--- config.mk ---
export PLATFORM = sky130hd
export DESIGN_NAME = seg7_scan_driver
export DESIGN_NICKNAME = d
export VERILOG_FILES = /design/src/rtl/seg7_pkg.sv /design/src/rtl/seg7_hex_decode.sv /design/src/rtl/seg7_scan_driver.sv
export SDC_FILE = /design/constraint.sdc
export NUM_CORES = 1
export LEC_CHECK = 0
export ABC_AREA = 1
export BUFFER_PORTS_ARGS = -buffer_cell sky130_fd_sc_hd__buf_2
export CAP_MARGIN = 40
export CORE_ASPECT_RATIO = 1.25
export CORE_UTILIZATION = 30
export CTS_CLUSTER_SIZE = 30
export DETAILED_ROUTE_END_ITERATION = 6
export GPL_TIMING_DRIVEN = 0
export SLEW_MARGIN = 20
export SYNTH_ARGS = -nofsm -noshare
export SYNTH_HDL_FRONTEND = slang
export SYNTH_SLANG_ARGS = --single-unit
export TNS_END_PERCENT = 1
--- constraint.sdc ---
create_clock -name i_Clk -period 3.3 [get_ports i_Clk]
set_input_delay 0.66 -clock i_Clk [delete_from_list [all_inputs] [get_ports i_Clk]]
set_output_delay 0.66 -clock i_Clk [all_outputs]
set_load 0.03 [all_outputs]
--- src/rtl/seg7_pkg.sv ---
// seg7_pkg: shared scan states and hex segment patterns for the seven-segment driver
package seg7_pkg;

    typedef enum logic {BLANK, DRIVE} scan_state_t;

    localparam logic [6:0] SEG_OFF = 7'h00;

    // Active-high {g,f,e,d,c,b,a} patterns, indexed by nibble value
    localparam logic [6:0] SEG_PATTERNS [16] = '{
        7'h3F, 7'h06, 7'h5B, 7'h4F, 7'h66, 7'h6D, 7'h7D, 7'h07,
        7'h7F, 7'h6F, 7'h77, 7'h7C, 7'h39, 7'h5E, 7'h79, 7'h71
    };

endpackage

--- src/rtl/seg7_hex_decode.sv ---
// seg7_hex_decode: nibble to active-high seven-segment pattern
module seg7_hex_decode
    import seg7_pkg::*;
(
    input  logic [3:0] nibble,
    output logic [6:0] pattern
);

    always_comb pattern = SEG_PATTERNS[nibble];

endmodule

--- src/rtl/seg7_scan_driver.sv ---
// seg7_scan_driver: multiplexed seven-segment scanner with frame-aligned value loading
module seg7_scan_driver
    import seg7_pkg::*;
#(
    parameter int NUM_DIGITS   = 4,
    parameter int DWELL_CYCLES = 25000,
    parameter int BLANK_CYCLES = 250,
    parameter int SEG_ACT_LOW  = 1,
    parameter int AN_ACT_LOW   = 1
) (
    input  logic                    i_Clk,
    input  logic                    i_Rst_L,
    input  logic [4*NUM_DIGITS-1:0] i_Value,
    input  logic                    i_Load,
    input  logic                    i_Blank_Lz,
    output logic                    o_Load_Ack,
    output logic                    o_Frame_Start,
    output logic [6:0]              o_Segment,
    output logic [NUM_DIGITS-1:0]   o_Anode
);

    localparam int CNT_MAX = DWELL_CYCLES > BLANK_CYCLES ? DWELL_CYCLES : BLANK_CYCLES;
    localparam int CW      = $clog2(CNT_MAX + 1);
    localparam int DW      = NUM_DIGITS > 1 ? $clog2(NUM_DIGITS) : 1;
    localparam int VW      = 4 * NUM_DIGITS;

    localparam logic [CW-1:0]         DWELL_LAST  = CW'(DWELL_CYCLES - 1);
    localparam logic [CW-1:0]         BLANK_LAST  = CW'(BLANK_CYCLES > 0 ? BLANK_CYCLES - 1 : 0);
    localparam logic [DW-1:0]         LAST_DIGIT  = DW'(NUM_DIGITS - 1);
    localparam scan_state_t           FIRST_STATE = BLANK_CYCLES > 0 ? BLANK : DRIVE;
    localparam logic [6:0]            SEG_IDLE    = SEG_ACT_LOW != 0 ? ~SEG_OFF : SEG_OFF;
    localparam logic [NUM_DIGITS-1:0] AN_IDLE     = AN_ACT_LOW != 0 ? '1 : '0;

    scan_state_t           state;
    logic [CW-1:0]         cnt;
    logic [DW-1:0]         digit;
    logic [VW-1:0]         staging;
    logic [VW-1:0]         display;
    logic [VW-1:0]         disp_eff;
    logic                  pending;
    logic                  lz_reg;
    logic                  lz_eff;
    logic                  boundary;
    logic                  take;
    logic                  lz_hide;
    logic                  lit;
    logic [3:0]            nibble;
    logic [6:0]            pattern;
    logic [6:0]            seg_drive;
    logic [NUM_DIGITS-1:0] an_on;
    logic [NUM_DIGITS-1:0] an_drive;

    seg7_hex_decode u_decode (
        .nibble  (nibble),
        .pattern (pattern)
    );

    // A load landing on the boundary cycle is decoded directly, so the new
    // value is visible from this frame's digit 0 even when there is no blank gap.
    always_comb begin
        boundary  = state == FIRST_STATE && cnt == '0 && digit == '0;
        take      = boundary && (pending || i_Load);
        disp_eff  = take ? (i_Load ? i_Value : staging) : display;
        lz_eff    = boundary ? i_Blank_Lz : lz_reg;
        nibble    = disp_eff[{digit, 2'b00} +: 4];
        lz_hide   = lz_eff && digit != '0 && (disp_eff >> {digit, 2'b00}) == '0;
        lit       = state == DRIVE && !lz_hide;
        an_on     = NUM_DIGITS'(1) << digit;
        an_drive  = AN_ACT_LOW != 0 ? ~an_on : an_on;
        seg_drive = SEG_ACT_LOW != 0 ? ~pattern : pattern;
    end

    always_ff @(posedge i_Clk or negedge i_Rst_L) begin
        if (!i_Rst_L) begin
            state         <= FIRST_STATE;
            cnt           <= '0;
            digit         <= '0;
            staging       <= '0;
            display       <= '0;
            pending       <= 1'b0;
            lz_reg        <= 1'b0;
            o_Load_Ack    <= 1'b0;
            o_Frame_Start <= 1'b0;
            o_Segment     <= SEG_IDLE;
            o_Anode       <= AN_IDLE;
        end else begin
            if (state == BLANK) begin
                state <= cnt == BLANK_LAST ? DRIVE : BLANK;
                cnt   <= cnt == BLANK_LAST ? '0 : cnt + CW'(1);
            end else if (cnt == DWELL_LAST) begin
                state <= FIRST_STATE;
                cnt   <= '0;
                digit <= digit == LAST_DIGIT ? '0 : digit + DW'(1);
            end else begin
                cnt   <= cnt + CW'(1);
            end
            if (i_Load) staging <= i_Value;
            pending       <= boundary ? 1'b0 : (pending || i_Load);
            display       <= disp_eff;
            lz_reg        <= lz_eff;
            o_Load_Ack    <= take;
            o_Frame_Start <= boundary;
            o_Anode       <= lit ? an_drive : AN_IDLE;
            o_Segment     <= lit ? seg_drive : SEG_IDLE;
        end
    end

endmodule
Word-level counts from Yosys, hierarchy flattened
Memories as Yosys holds them, arrays and structs flattened. Cells that the tools add are included.

$add $sub $neg: 2. $lt $le $gt $ge: 1. Equality and inequality tests: 3. Shift operators: 3. Multiplexer cells: 15. Bitwise operators: 4. Reduce and logical (&&, ||, !) cells: 13.

Operator list (number): $mux 15 (3); $mux 16 (2); $mux 7 (3); $logic_not 16->1 (1); $shiftx 16x5->4 (1); $shr 16x4->16 (1); $add 15x1->15 const B (1); $eq 15x15->1 const B (1); $eq 15x8->1 const B (1); $logic_not 15->1 (1); $not 7->7 (1); $logic_and 1x1->1 (6); $ge 5x5->1 const B (1); $mux 1 (5); $not 4->5 (1); $mux 4 (1); $not 4->4 (1); $shl 1x2->4 const A (1); $add 2x1->2 const B (1); $eq 2x2->1 const B (1); $logic_not 2->1 (1); $mux 2 (1); $reduce_and 2->1 (1); $reduce_bool 2->1 (1); 3 further kinds (3).

Register bits: 65. Bits in read-only memories: 112. Input bits: 20. Output and inout bits: 13. Word-level logic and storage cells: 53. Memories kept: 1.

Memories: (name not given) (depth 16, width 7, rd ports 1, clocked after memory_dff 0, write ports 0, line seg7_hex_decode.sv:9) `always_comb pattern = SEG_PATTERNS[nibble];`.

Logic depth before layout (Yosys ltp)
Depth in word-level cells: 12. Gate-level depth with buffers: 21. Gate-level depth less buffers: 18.

Hierarchy
Synthesis repeated with hierarchy kept, for this count alone.

Cells, all modules: 425. Area total of the unflattened synthesis: 3415.8 um^2.

Modules (own cells, without submodules): seg7_scan_driver (times used 1, cells an instance 373, area each 3145.5 um^2, sequential area each 1640.3 um^2); seg7_hex_decode (times used 1, cells an instance 52, area each 270.3 um^2, sequential area each 0.0 um^2).

Worst setup path after synthesis
No wires, ideal clock.

Path type: register to register. Start point: reg digit[0]. End point: reg o_Segment[4]. Setup time: 0.077 ns. Data arrival time: 2.670 ns. Data required time: 3.223 ns. Slack: 0.553 ns. Stages on the path, launching flop included: 22. Buffers on the path: 3. Period minus slack after synthesis: 2.747 ns. Path through: dfrtp_1 inv_1 buf_4 ha_1 nand3_2 nor2_8 nand3_4 buf_6 inv_1 nand2_1 nand3_1 nand3_1 nand2_1 inv_1 ha_1 inv_1 nor2_1 nand3_1 nor2_1 a21oi_2 buf_6 nand2_2.

Cells in the longest elaborated chain, start to end: 11. Elaborated cells on any way between the ends: 19. Those cells by class: shift: 2; mux: 5; bitwise: 2; reduce/logical: 9; memory: 1.

Ends and longest elaborated chain: from (decl) (line seg7_scan_driver.sv:36) `logic [DW-1:0] digit;`; from (signal assigned) (line seg7_scan_driver.sv:93) `digit <= digit == LAST_DIGIT ? '0 : digit + DW'(1);`; $logic_not 2->1 * (line seg7_scan_driver.sv:61) `boundary = state == FIRST_STATE && cnt == '0 && digit == '0;`; $logic_and 1x1->1 * (line seg7_scan_driver.sv:61); $logic_and 1x1->1 * (line seg7_scan_driver.sv:62) `take = boundary && (pending || i_Load);`; named net take (line seg7_scan_driver.sv:44) `logic take;`; $mux 16 * (line seg7_scan_driver.sv:63) `disp_eff = take ? (i_Load ? i_Value : staging) : display;`; $shiftx 16x5->4 (line seg7_scan_driver.sv:65) `nibble = disp_eff[{digit, 2'b00} +: 4];`; $not 4->5 (not written as such) (line seg7_hex_decode.sv:9); $mem_v2 16x7; $mux 7 (not written as such) (2 in series) (line seg7_hex_decode.sv:9); $not 7->7 (line seg7_scan_driver.sv:70) `seg_drive = SEG_ACT_LOW != 0 ? ~pattern : pattern;`; $mux 7 * (line seg7_scan_driver.sv:104) `o_Segment <= lit ? seg_drive : SEG_IDLE;`; to (signal assigned) (line seg7_scan_driver.sv:104); to (decl) (line seg7_scan_driver.sv:18) `output logic [6:0] o_Segment,`.

Mark *: on every way through the listed nets, which the timed path passes. The rest lies on a longest branch. The select of a mux whose other input is x is not followed. A chain may end at the register's enable or synchronous reset.

Worst setup path in the final report
Start point: reg digit[0]. End point: reg o_Segment[5].

The elaborated chain is that of the path after synthesis.

==> metrics.cfg <==
[setup_path]
ff2ff_path_depth = 21
crit_required_ns = 3.56
cp.arrival_ns = 3.27
critPathMaxFanout = 11
cp-end-kind = flop
rrSetupSlack_ns = 0.30
cp-start-kind = flop
crit_type = reg2reg

[sta]
finalMaxSlewViolations = 0
relSlewSlack = 0.4939
rsz0062_at_grt = no
tightest_slew_ns = 0.7541
tns_ns = 0
max_freq_mhz = 332.9
hold_viol_final = 0
fin_crit_sh = 0.9102
setup_viol_count_final = 0
finClkSkew_ns = 0.007130
fin_crit_ns = 3.004
fin_hold_ws_ns = 0.1637

[logic_synthesis]
netlist_area_sq_um = 3450
yosysSeqAreaShare = 0.4755
syn_nets = 448
synth-edff-count = 0
synth_cell_type_count = 36
ys_seq_elements = 65
syn_avg_cell_area_sq_um = 8.312
async_flop_share = 1.000
syn_inst = 415
synth_flop_cell = dfrtp_1
yosysWarnings = 0

[final_layout]
top_regs = display (16), staging (16), cnt (15)
multiInputGateArea_sq_um = 1589
final_nets = 495
antennaDiodeCount = 0
syn2layout_area_growth_pct = 20.60
drive_gt1_frac = 0.2527
register_area_sq_um = 1643
fillers = 1105

[floorplan]
num_rows = 43
die_w_microns = 97.91
core_sq_um = 11140
io_pins = 33
die_area_sq_um = 11930
dieHeight_microns = 121.9
start_util = 0.3097

[placed_design]
place.gp.congestion = 0.8291
io_buffers = 31
dp_hpwl_microns = 5496

[grt]
grt.overflow.total = 0
grt_use_total = 0.1396
grt_max_degree = 55
grt_pass1_wl_microns = 12900
grt_pass1_vias = 2837
antenna_found_initial = 0

[flow_run]
maxCapViolCount = 0

[power_and_ir_drop]
p_per_area_nw_per_um2 = 471.4
cellLeakagePower_nw = 2.139
max-vdd-ir-drop_v = 0.0002567

[status]
violations = design-rule violations
status = finished, violations left

[clocking]
clkTransAtPathRegs_ns = 0.06
worstSkewPairLatency_ns = 0.34
cts-root-buf = clkbuf_16
cts.sinks = 65
clk_path_buf_depth = 2
cts_made_buffers = 9
htreeDepth = 3
cts_tree = yes

[detailed_routing]
remaining_drc_errors = 2
num_vias = 2742
drt_iter0_markers = 153
drtPass1Iterations = 6
wl_per_cell_microns = 12.42
wirelength_microns = 7476
ant_nets = 0
vias_per_cell = 4.555

[hold_path]
min_path_type = in2async

-- worst max-delay path, stage by stage, from the launching register on --
cell and delay (ns):
dfrtp_2 0.46, inv_1 0.12, buf_6 0.16, ha_2 0.22, nand3_2 0.13, nor2_8 0.15, nand3_4 0.14, buf_6 0.18
inv_1 0.07, nand2_1 0.06, nand3_1 0.08, nand3_1 0.09, nand2_2 0.11, inv_2 0.07, ha_1 0.19, inv_1 0.07
nor2_1 0.05, nand3_1 0.06, nor2_1 0.06, a21oi_2 0.23, buf_6 0.17, nand2_2 0.05
-- placed cells by master (no fill, tap or decap), types with 2 or more instances in the layout --
master and instances:
nor3_1 6, o21ai_0 7, inv_2 4, inv_1 32, nor3b_1 2, nand4_1 14
nand3_1 31, nand3_2 6, nor2_8 2, nand4_2 2, buf_2 33, clkinvlp_4 2
ha_1 12, xor2_1 2, clkbuf_8 2, buf_6 7, clkbuf_16 9, nor2_4 2
dfrtp_2 2, buf_4 5, nand2_1 139, nor2_2 4, dfstp_2 11, nand2_2 19
dfrtp_1 52, nor2_1 33, a21oi_1 9
-- final timing paths --
kind,startpoint,to
worst max-delay path,digit[0],o_Segment[5]
worst min-delay path,i_Rst_L,cnt[11]
worst max register to register,digit[0],o_Segment[5]
worst min register to register,staging[5],staging[5]
max in group asynchronous,i_Rst_L,o_Segment[1]
min in group i_Clk,staging[5],staging[5]
-- metrics by stage --
step	setup slack (ns)	std cells	utilization	power, mW	area, sq um
6_report	0.2963	602	0.3736	1.961	4160
5_1_grt	0.01231	602	0.3736	2.054	4160
4_1_cts	0.007383	598	0.3692	1.984	4111
3_5_place_dp	0.02106	582	0.3415	1.004	3804
3_3_place_gp	0.04766	581	0.3388	0.9949	3774
2_1_floorplan	0.5528	415	-	0.9465	3450
-- what timing repair did --
action                                  CTS  global route
buffers inserted                          0             3
hold buffers                              0             0
gates resized for setup                   0            10
endpoints found under the setup margin    0            11
-- final cells by class --
type	count	share of cell area
inverters	37	0.03429
plain buffers	10	0.02165
repair buffers	36	0.05263
clock buffers	12	0.06165
flip-flops and latches	65	0.3949
clock inverters	4	0.01233
multi-input cells	303	0.3820
well taps	135	0.04060
-- cells by family (layout without fill, tap and decap cells) --
family / after synthesis / in the layout / synth area share
compound gates: 21 / 21 / 0.03409
xor+xnor: 3 / 3 / 0.007618
fa+ha+maj: 13 / 13 / 0.04715
buf+inv: 47 / 99 / 0.06528
flops: 65 / 65 / 0.4755
simple gates: 266 / 266 / 0.3703
-- Yosys cell counts (4+ instances only) --
cell	number	share of area
nand2_2	18	0.033
nand3_2	6	0.017
inv_1	33	0.036
dfstp_2	11	0.084
nand4_1	14	0.025
buf_6	5	0.016
nand2_1	140	0.15
nor3_1	6	0.0087
a21oi_1	9	0.013
nor2_1	33	0.036
dfrtp_1	54	0.39
ha_1	13	0.047
o21ai_0	7	0.010
nor2_2	4	0.0073
nand3_1	31	0.045
-- power breakdown --
part	switching (mW)	leakage (nW)	internal, mW
sequential	0.00969	0.795	0.830
clock	0.345	0.149	0.625
combinational	0.0981	1.19	0.0522
-- routing by layer --
| metal | up-vias | track usage | part of all wire |
|---|---|---|---|
| met5 | - | 0 | 0 |
| met4 | 0 | 0.05966 | 0.014 |
| met3 | 9 | 0.04475 | 0.036 |
| met2 | 35 | 0.2447 | 0.52 |
| met1 | 1274 | 0.1556 | 0.43 |
| li1 | 1424 | - | - |
No activity file was read; power rests on OpenSTA's default activity.
